==> config.mk <==
export PLATFORM = sky130hd
export DESIGN_NAME = ntt_coeff_loader
export DESIGN_NICKNAME = d
export VERILOG_FILES = /design/src/rtl/ntt_coeff_loader.sv
export SDC_FILE = /design/constraint.sdc
export NUM_CORES = 1
export LEC_CHECK = 0
export CAP_MARGIN = 25
export CORE_MARGIN = 1
export CORE_UTILIZATION = 40
export DETAILED_ROUTE_END_ITERATION = 10
export GPL_TIMING_DRIVEN = 0
export PLACE_DENSITY_LB_ADDON = 0.3
export SYNTH_ARGS = -nofsm -noshare
export SYNTH_HDL_FRONTEND = slang
export SYNTH_SLANG_ARGS = --single-unit
export TNS_END_PERCENT = 5
==> constraint.sdc <==
create_clock -name clk -period 6.55 [get_ports clk]
set_input_delay 1.31 -clock clk [delete_from_list [all_inputs] [get_ports clk]]
set_output_delay 1.31 -clock clk [all_outputs]
set_load 0.01 [all_outputs]
==> src/rtl/ntt_coeff_loader.sv <==
// ntt_coeff_loader
// Input stage in front of the NTT core. It takes a serial stream of
// coefficients over a valid/ready handshake and reduces each one modulo Q.
// Four consecutive coefficients are packed into one group, and the group is
// written to four data banks in a single cycle. The bank/address mapping
// never places two coefficients of the same group in the same bank. When
// the whole polynomial has been written, load_done pulses to release the
// NTT core.
//
// Ports
//   clk                      system clock, rising edge
//   rst                      asynchronous, active-low reset
//   start                    one-cycle request to load a polynomial (honoured in IDLE only)
//   s_valid / s_data         coefficient stream, natural order, index 0 first
//   s_ready                  high while the loader accepts coefficients
//   busy                     high from the accepted start until load_done
//   bank_wen[3:0]            per-bank write enable; all four bits pulse together
//   bank_addr_0..3           write address for each bank (a[6:2] of the group)
//   bank_d_0..3              write data for each bank
//   load_done                one-cycle pulse once the polynomial is resident
//   coef_count[7:0]          coefficients accepted in the current load, saturates at N
module ntt_coeff_loader #(
  parameter int DATA_WIDTH = 12,
  parameter int Q          = 3329,
  parameter int N          = 128
) (
  input  logic                  clk,
  input  logic                  rst,
  input  logic                  start,
  input  logic                  s_valid,
  input  logic [DATA_WIDTH-1:0] s_data,
  output logic                  s_ready,
  output logic                  busy,
  output logic [3:0]            bank_wen,
  output logic [4:0]            bank_addr_0,
  output logic [4:0]            bank_addr_1,
  output logic [4:0]            bank_addr_2,
  output logic [4:0]            bank_addr_3,
  output logic [DATA_WIDTH-1:0] bank_d_0,
  output logic [DATA_WIDTH-1:0] bank_d_1,
  output logic [DATA_WIDTH-1:0] bank_d_2,
  output logic [DATA_WIDTH-1:0] bank_d_3,
  output logic                  load_done,
  output logic [7:0]            coef_count
);

  typedef enum logic [1:0] {IDLE, LOAD, LAST_WR, DONE} state_t;

  state_t                         state_q;
  logic                           s_ready_q;
  logic                           busy_q;
  logic                           load_done_q;
  logic [7:0]                     count_q;
  logic [3:0][DATA_WIDTH-1:0]     slot_q;   // coefficients of the group being assembled
  logic [3:0]                     wen_q;
  logic [4:0]                     addr_q;
  logic [3:0][DATA_WIDTH-1:0]     wdata_q;  // bank-ordered write data, separate from slot_q

  logic                           accept;
  logic [6:0]                     idx;
  logic [DATA_WIDTH-1:0]          red;
  logic [1:0]                     bank_off;
  logic [3:0][DATA_WIDTH-1:0]     group;
  logic [3:0][DATA_WIDTH-1:0]     perm_d;

  assign accept = s_valid & s_ready_q;
  // The index of the beat being accepted is the number of beats already taken.
  assign idx    = count_q[6:0];

  // A single conditional subtract is enough because the input is below 2*Q.
  assign red = (s_data >= DATA_WIDTH'(Q)) ? s_data - DATA_WIDTH'(Q) : s_data;

  // Every index in a group shares a[6:2]. The bank is therefore slot + offset
  // (mod 4), and the offset is the same for the whole group.
  assign bank_off = idx[3:2] + idx[5:4] + {1'b0, idx[6]};

  // Slot 3 is taken from the beat accepted now; slots 0..2 were stored earlier.
  assign group = {red, slot_q[2], slot_q[1], slot_q[0]};

  // NOTE: every variable assigned in always_comb gets a default first, so no latch is inferred.
  always_comb begin
    perm_d = '0;
    for (int b = 0; b < 4; b++) begin
      perm_d[b] = group[2'(2'(b) - bank_off)];
    end
  end

  // NOTE: sequential state uses non-blocking assignments, so every register samples pre-edge values.
  always_ff @(posedge clk or negedge rst) begin
    if (!rst) begin
      state_q     <= IDLE;
      s_ready_q   <= 1'b0;
      busy_q      <= 1'b0;
      load_done_q <= 1'b0;
      count_q     <= '0;
      // NOTE: the slot and write registers are small flop arrays, not RAM, so they are reset; after a reset nothing stale can be written.
      slot_q      <= '0;
      wen_q       <= '0;
      addr_q      <= '0;
      wdata_q     <= '0;
    end else begin
      wen_q <= '0;

      if (accept) begin
        slot_q[idx[1:0]] <= red;
        if (idx[1:0] == 2'd3) begin
          wen_q   <= 4'hF;
          addr_q  <= idx[6:2];
          wdata_q <= perm_d;
        end
        if (count_q != 8'(N)) begin
          count_q <= count_q + 8'd1;
        end
      end

      case (state_q)
        IDLE: begin
          if (start) begin
            state_q   <= LOAD;
            busy_q    <= 1'b1;
            s_ready_q <= 1'b1;
            count_q   <= '0;
          end
        end
        LOAD: begin
          if (accept && idx == 7'(N - 1)) begin
            state_q   <= LAST_WR;
            s_ready_q <= 1'b0;
          end
        end
        LAST_WR: begin
          state_q     <= DONE;
          load_done_q <= 1'b1;
          busy_q      <= 1'b0;
        end
        DONE: begin
          state_q     <= IDLE;
          load_done_q <= 1'b0;
        end
        default: state_q <= IDLE;
      endcase
    end
  end

  assign s_ready     = s_ready_q;
  assign busy        = busy_q;
  assign load_done   = load_done_q;
  assign coef_count  = count_q;
  assign bank_wen    = wen_q;
  assign bank_addr_0 = addr_q;
  assign bank_addr_1 = addr_q;
  assign bank_addr_2 = addr_q;
  assign bank_addr_3 = addr_q;
  assign bank_d_0    = wdata_q[0];
  assign bank_d_1    = wdata_q[1];
  assign bank_d_2    = wdata_q[2];
  assign bank_d_3    = wdata_q[3];

endmodule
---- Word-level counts from Yosys, hierarchy flattened ----
Index checks and enable logic that the tools add are counted.
operators by class
  add/sub/neg operators ................... 8
  $lt $le $gt $ge ......................... 7
  equal/unequal tests ..................... 8
  mux-type cells .......................... 26
  bitwise gates (word level) .............. 1
  reduce and logical (&&, ||, !) cells .... 10
operators with widths
  cell                    count
  $bmux 12 s2             4
  $mux 12                 6
  $bwmux 48               1
  $mux 8                  4
  $demux 12 s2            1
  $lt 2x3->1 const B      5
  $ge 12x12->1 const B    1
  $sub 12x12->12 const B  1
  $add 8x1->8 const B     1
  $mux 4                  2
  $ne 8x8->1 const B      1
  $pmux 2 s4              1
  $eq 7x7->1 const B      1
  $eq 2x2->1 const B      3
  $pmux 1 s2              3
  $reduce_and 2->1        3
  $reduce_bool 2->1       3
  $mux 2                  2
  $ne 2x2->1 const B      2
  $sub 1x2->2 const A     2
  $sub 2x2->2 const A     2
  $reduce_and 3->1        1
  $add 2x1->2             1
  $add 2x2->2             1
  6 further kinds         8
storage, ports and cells
  bits in registers ....................... 118
  bits of input ports ..................... 16
  output and inout port bits .............. 83
  logic and storage cells ................. 75

---- Depth between registers and ports, before layout ----
Gate-level depths: netlist (run 1).
  word-level depth ........................ 5
  gate-level depth with buffers ........... 8

---- Least setup slack after synthesis (run 1) ----
OpenSTA, ideal clock, no wires.
  kind .................................... input to register
  start ................................... input port s_data[1]
  end ..................................... register wdata_q (netlist bit bank_d_2[3])
  setup time .............................. 122 ps
  data arrival time ....................... 2,925 ps
  data required time ...................... 6,428 ps
  slack ................................... 3,503 ps
  stages on the path ...................... 8
  buffers on the path ..................... 1
  path through ............................ inv_1 ha_1 or3b_1 buf_6 o21ai_4 a211oi_4 or3_1 a32o_1
between the ends
  word-level cells in the longest chain between the ends .. 4
ends and longest elaborated chain
  element                                                RTL line  source
  start: declaration                                     31        input logic [DATA_WIDTH-1:0] s_data,
  $sub 12x12->12 / $ge 12x12->1 (equally long branches)  71        assign red = (s_data >= DATA_WIDTH'(Q)) ? s_data - DATA_WIDTH'(Q) : s_data;
  $mux 12 (*)                                            71
  $bmux 12 s2 (*)                                        84        perm_d[b] = group[2'(2'(b) - bank_off)];
  $mux 12 (not written as such) (*)                      84
  end signal: assignment                                 109       wdata_q <= perm_d;
  end: declaration                                       57        logic [3:0][DATA_WIDTH-1:0] wdata_q;
Every way passes the cells marked *; elsewhere a longest branch is shown, timed or not. The select of a mux whose other input is x is not followed.
A chain may end at the register's enable or synchronous reset.

---- Worst setup path after layout (run 1) ----
  start ................................... input port s_data[0]
  end ..................................... register wdata_q (netlist bit bank_d_1[1])
Same word-level chain as after synthesis.

==> results of run 1 <==
-- worst reg2reg max path: stages, from the launching register on --
cell      delay (ps)
dfrtp_1          500
fa_1             700
buf_2            290
buf_1            500
clkbuf_1         550
o21ai_0          190
o211ai_1         140
o21ai_0          120
a21oi_1          160
-- flip-flops by register name, summed over array words and instances (netlist names) --
| register | count |
|---|---|
| group | 36 |
| bank_d_3 | 12 |
| busy | 1 |
| s_ready | 1 |
| bank_wen | 1 |
| bank_d_1 | 12 |
| state_q | 2 |
| load_done | 1 |
| bank_d_0 | 12 |
| coef_count | 8 |
| bank_d_2 | 12 |
| bank_addr_0 | 5 |
-- layer usage --
| layer | GRT usage (%) | share of wire, % |
|---|---|---|
| met4 | 9.19 | 2.1 |
| met3 | 4.98 | 9.0 |
| met1 | 37.3 | 42 |
| met5 | 0 | 0 |
| met2 | 41.7 | 46 |
-- cell type report --
type                       instances  area, sq um  share of cell area, %
clock buffer                      12          256                   3.47
timing repair buffer              94          956                   12.9
clock inverter                     3         42.5                  0.576
buffer                            63          342                   4.62
sequential                       103         2580                   34.9
tap                              184          230                   3.12
multi-input combinational        489         2950                   39.9
inverter                           9         33.8                  0.457
-- kinds of logic after synthesis --
group                      after synthesis
and+or+nand+nor                        236
AOI/OAI and AO/OA                      203
DFF                                    103
buffers and inverters                   72
muxes                                   26
xor gates and xnor gates                13
adders and majority gates               11
-- cell usage in the layout (no fill, tap or decap), drive strengths merged, types with 10 or more instances in the layout --
master	n
o21ai	69
clkbuf	35
o221ai	13
nor2	47
nor3	20
a31oi	12
o211ai	11
ha	10
nand2	123
a21oi	35
dfrtp	103
mux2i	17
buf	42
clkdlybuf4s50	92
-- how the worst max path moves through the flow --
stage / slack (ps) / end / depth (start not counted) / from
2_1_floorplan: 3500 / bank_d_2[3] / 8 / s_data[1]
3_3_place_gp: 330 / state_q[1] / 1 / rst
3_5_place_dp: 2400 / group[25] / 8 / s_data[0]
4_1_cts: 2730 / group[25] / 8 / s_data[0]
5_1_grt: 2470 / group[13] / 8 / s_data[0]
6_report: 2630 / bank_d_1[1] / 8 / s_data[0]
-- through the flow --
step	setup slack (ps)	util [%]	hold slack (ps)	std cells	total power, mW
after floorplan	3500	-	450	664	1.83
after global routing	2470	51.0	498	957	3.22
final	2630	51.0	474	957	3.03
after detailed placement	2400	49.0	462	942	2.47
after CTS	2730	51.0	477	957	3.02
after global placement	325	48.8	456	941	2.43
-- where the power goes --
group | internal (mW) | switching [mW]
Clock | 0.315 | 0.236
Sequential | 0.903 | 0.239
Combinational | 0.638 | 0.701
==> metrics.yaml, run 1 <==
global_routing:
  track_usage_pct: 26.8
  grt-ovfl-total: 0
  grt_pass1_vias: 5370
  antenna_found_initial: 0
  grt_max_degree: 72
  grt_pass1_wl_um: 30400
hold_path:
  min_to: "bank_d_0[11]"
  worst_hold_path_type: "reg -> reg"
  min_path_cells: 2
  min_from: "bank_d_0[11]"
clock_network:
  numCtsBuffers: 9
  clk_transition_reported_paths_ps: 70
  clockBufferDepth: 2
  ctsResizeCount: 0
  cts_tree: "done"
  clock-root-buffer: "clkbuf_16"
  clkLatencyLatePin_ps: 350
  cts.sinks: 103
  ctsHtreeMaxLevel: 3
  hold_buffers: 0
  post_cts_buffers: 0
floorplan:
  io_pins: 99
  die_w_um: 123
  rows: 44
  die-area_sq_um: 15200
  start_util_pct: 40.8
  design.core.area_sq_um: 14500
  die_h_um: 123
drt:
  wire_per_inst_um: 20.4
  drc: 1
  viasPerCell: 6.06
  vias: 5802
  ant_nets: 0
  wl_um: 19600
  firstDrtPassIters: 8
  drtIter0Drc: 541
synthesis:
  syn_avg_cell_area_sq_um: 8.89
  synth_compound_area_share_pct: 22.7
  synth_top_family_by_area: "compound AO/OA/AOI/OAI gates"
  yosys_warnings: 0
  yosysMostFrequentCell: "nand2_1"
  synth_edf_count: 0
  syn_area_sq_um: 5900
  ys_top_cells_by_area: "dfrtp_1 44%, nand2_1 7.8%, o21ai_0 5.5%"
  synthAdderAreaFrac_pct: 2.46
  netlist_instances: 664
  synth_xor_area_share_pct: 2.67
  synthSimpleGateAreaFrac_pct: 17.5
  ys_seq_area_share_pct: 43.7
  syn-num-nets: 691
  ys_async_sr_fraction_pct: 100
  synth_seq_cells: 103
  yosys.area.top_type: "dfrtp_1"
  netlist.area_leader.share_pct: 43.7
  synthMuxAreaShare_pct: 4.60
  synthTopCellsByCount: "123 x nand2_1, 103 x dfrtp_1, 65 x o21ai_0"
  synth_flop_cell: "dfrtp_1"
  synth_cell_types: 67
sta:
  fin_tns_setup_ps: 0
  slew_violations: 0
  fmax_mhz: 255
  hold_viol_final: 0
  worstMarginPinSlew_ps: 919
  setup_violations: 0
  fin_skew_ps: 5.04
  max-slew-margin-rel_pct: 38.5
  period_share_pct: 59.8
  rsz0062_at_grt: "false"
  period_minus_slack_ps: 3920
setup_path:
  cp_cell_sequence: "clkdlybuf4s50_1 -> inv_1 -> ha_1 -> nor3b_1 -> a21oi_1 -> nor3_1 -> o21ai_0 -> a21oi_1"
  cp_max_fo: 6
  rr_worst_depth: 8
  r2r_end: "bank_d_2[5]"
  cpPeakStageDelay_ps: 790
  slowest_stage: "nor3_1"
  critical_path_arrival_ps: 4200
  startpoint_type: "primary input"
  path_class: "in -> reg"
  r2r_start: "coef_count[4]"
  critPathBufInv: 2
  crit_family: "simple AND/OR/NAND/NOR gates"
  reg2reg_slack_ps: 3310
  cp.required_ps: 6830
  end_kind: "register"
  cp_common_cell: "a21oi_1"
placement:
  port_buffers: 93
  dpl_cell_area_sq_um: 7090
  routabilityCongestion: 0.946
  hpwlAfterDp_um: 14000
outcome:
  status: "finished with violations"
  failed_checks: "DRC"
power:
  powerDensity_nw_per_um2: 410
  vdd_drop_max_uv: 147
  p_leak_nw: 3.11
final_layout:
  area_growth_pct: 25.2
  final_area_sq_um: 7390
  diodes: 0
  drive_gt1_share_pct: 8.67
  final_net_count: 796
  fillers: 1350
run:
  maxCapViolations: 0
Note: power is estimated with default switching activity, not from simulation.
==> run 2, diff against run 1 <==
==> constraint.sdc (replaced) <==
create_clock -name clk -period 4 [get_ports clk]
set_input_delay 0.8 -clock clk [delete_from_list [all_inputs] [get_ports clk]]
set_output_delay 0.8 -clock clk [all_outputs]
set_load 0.01 [all_outputs]
==> results of run 2 <==
Same layout as run 1 (identical final DEF). Status: finished with violations: DRC.
Among the figures that moved: setup slack after placement 2400 ps -> 356 ps; setup slack after layout 2630 ps -> 592 ps; hold slack 474 ps -> 398 ps; register-to-register setup slack 3310 ps -> 760 ps; total power 3.03 mW -> 4.96 mW; worst IR drop on VDD 147 uV -> 241 uV
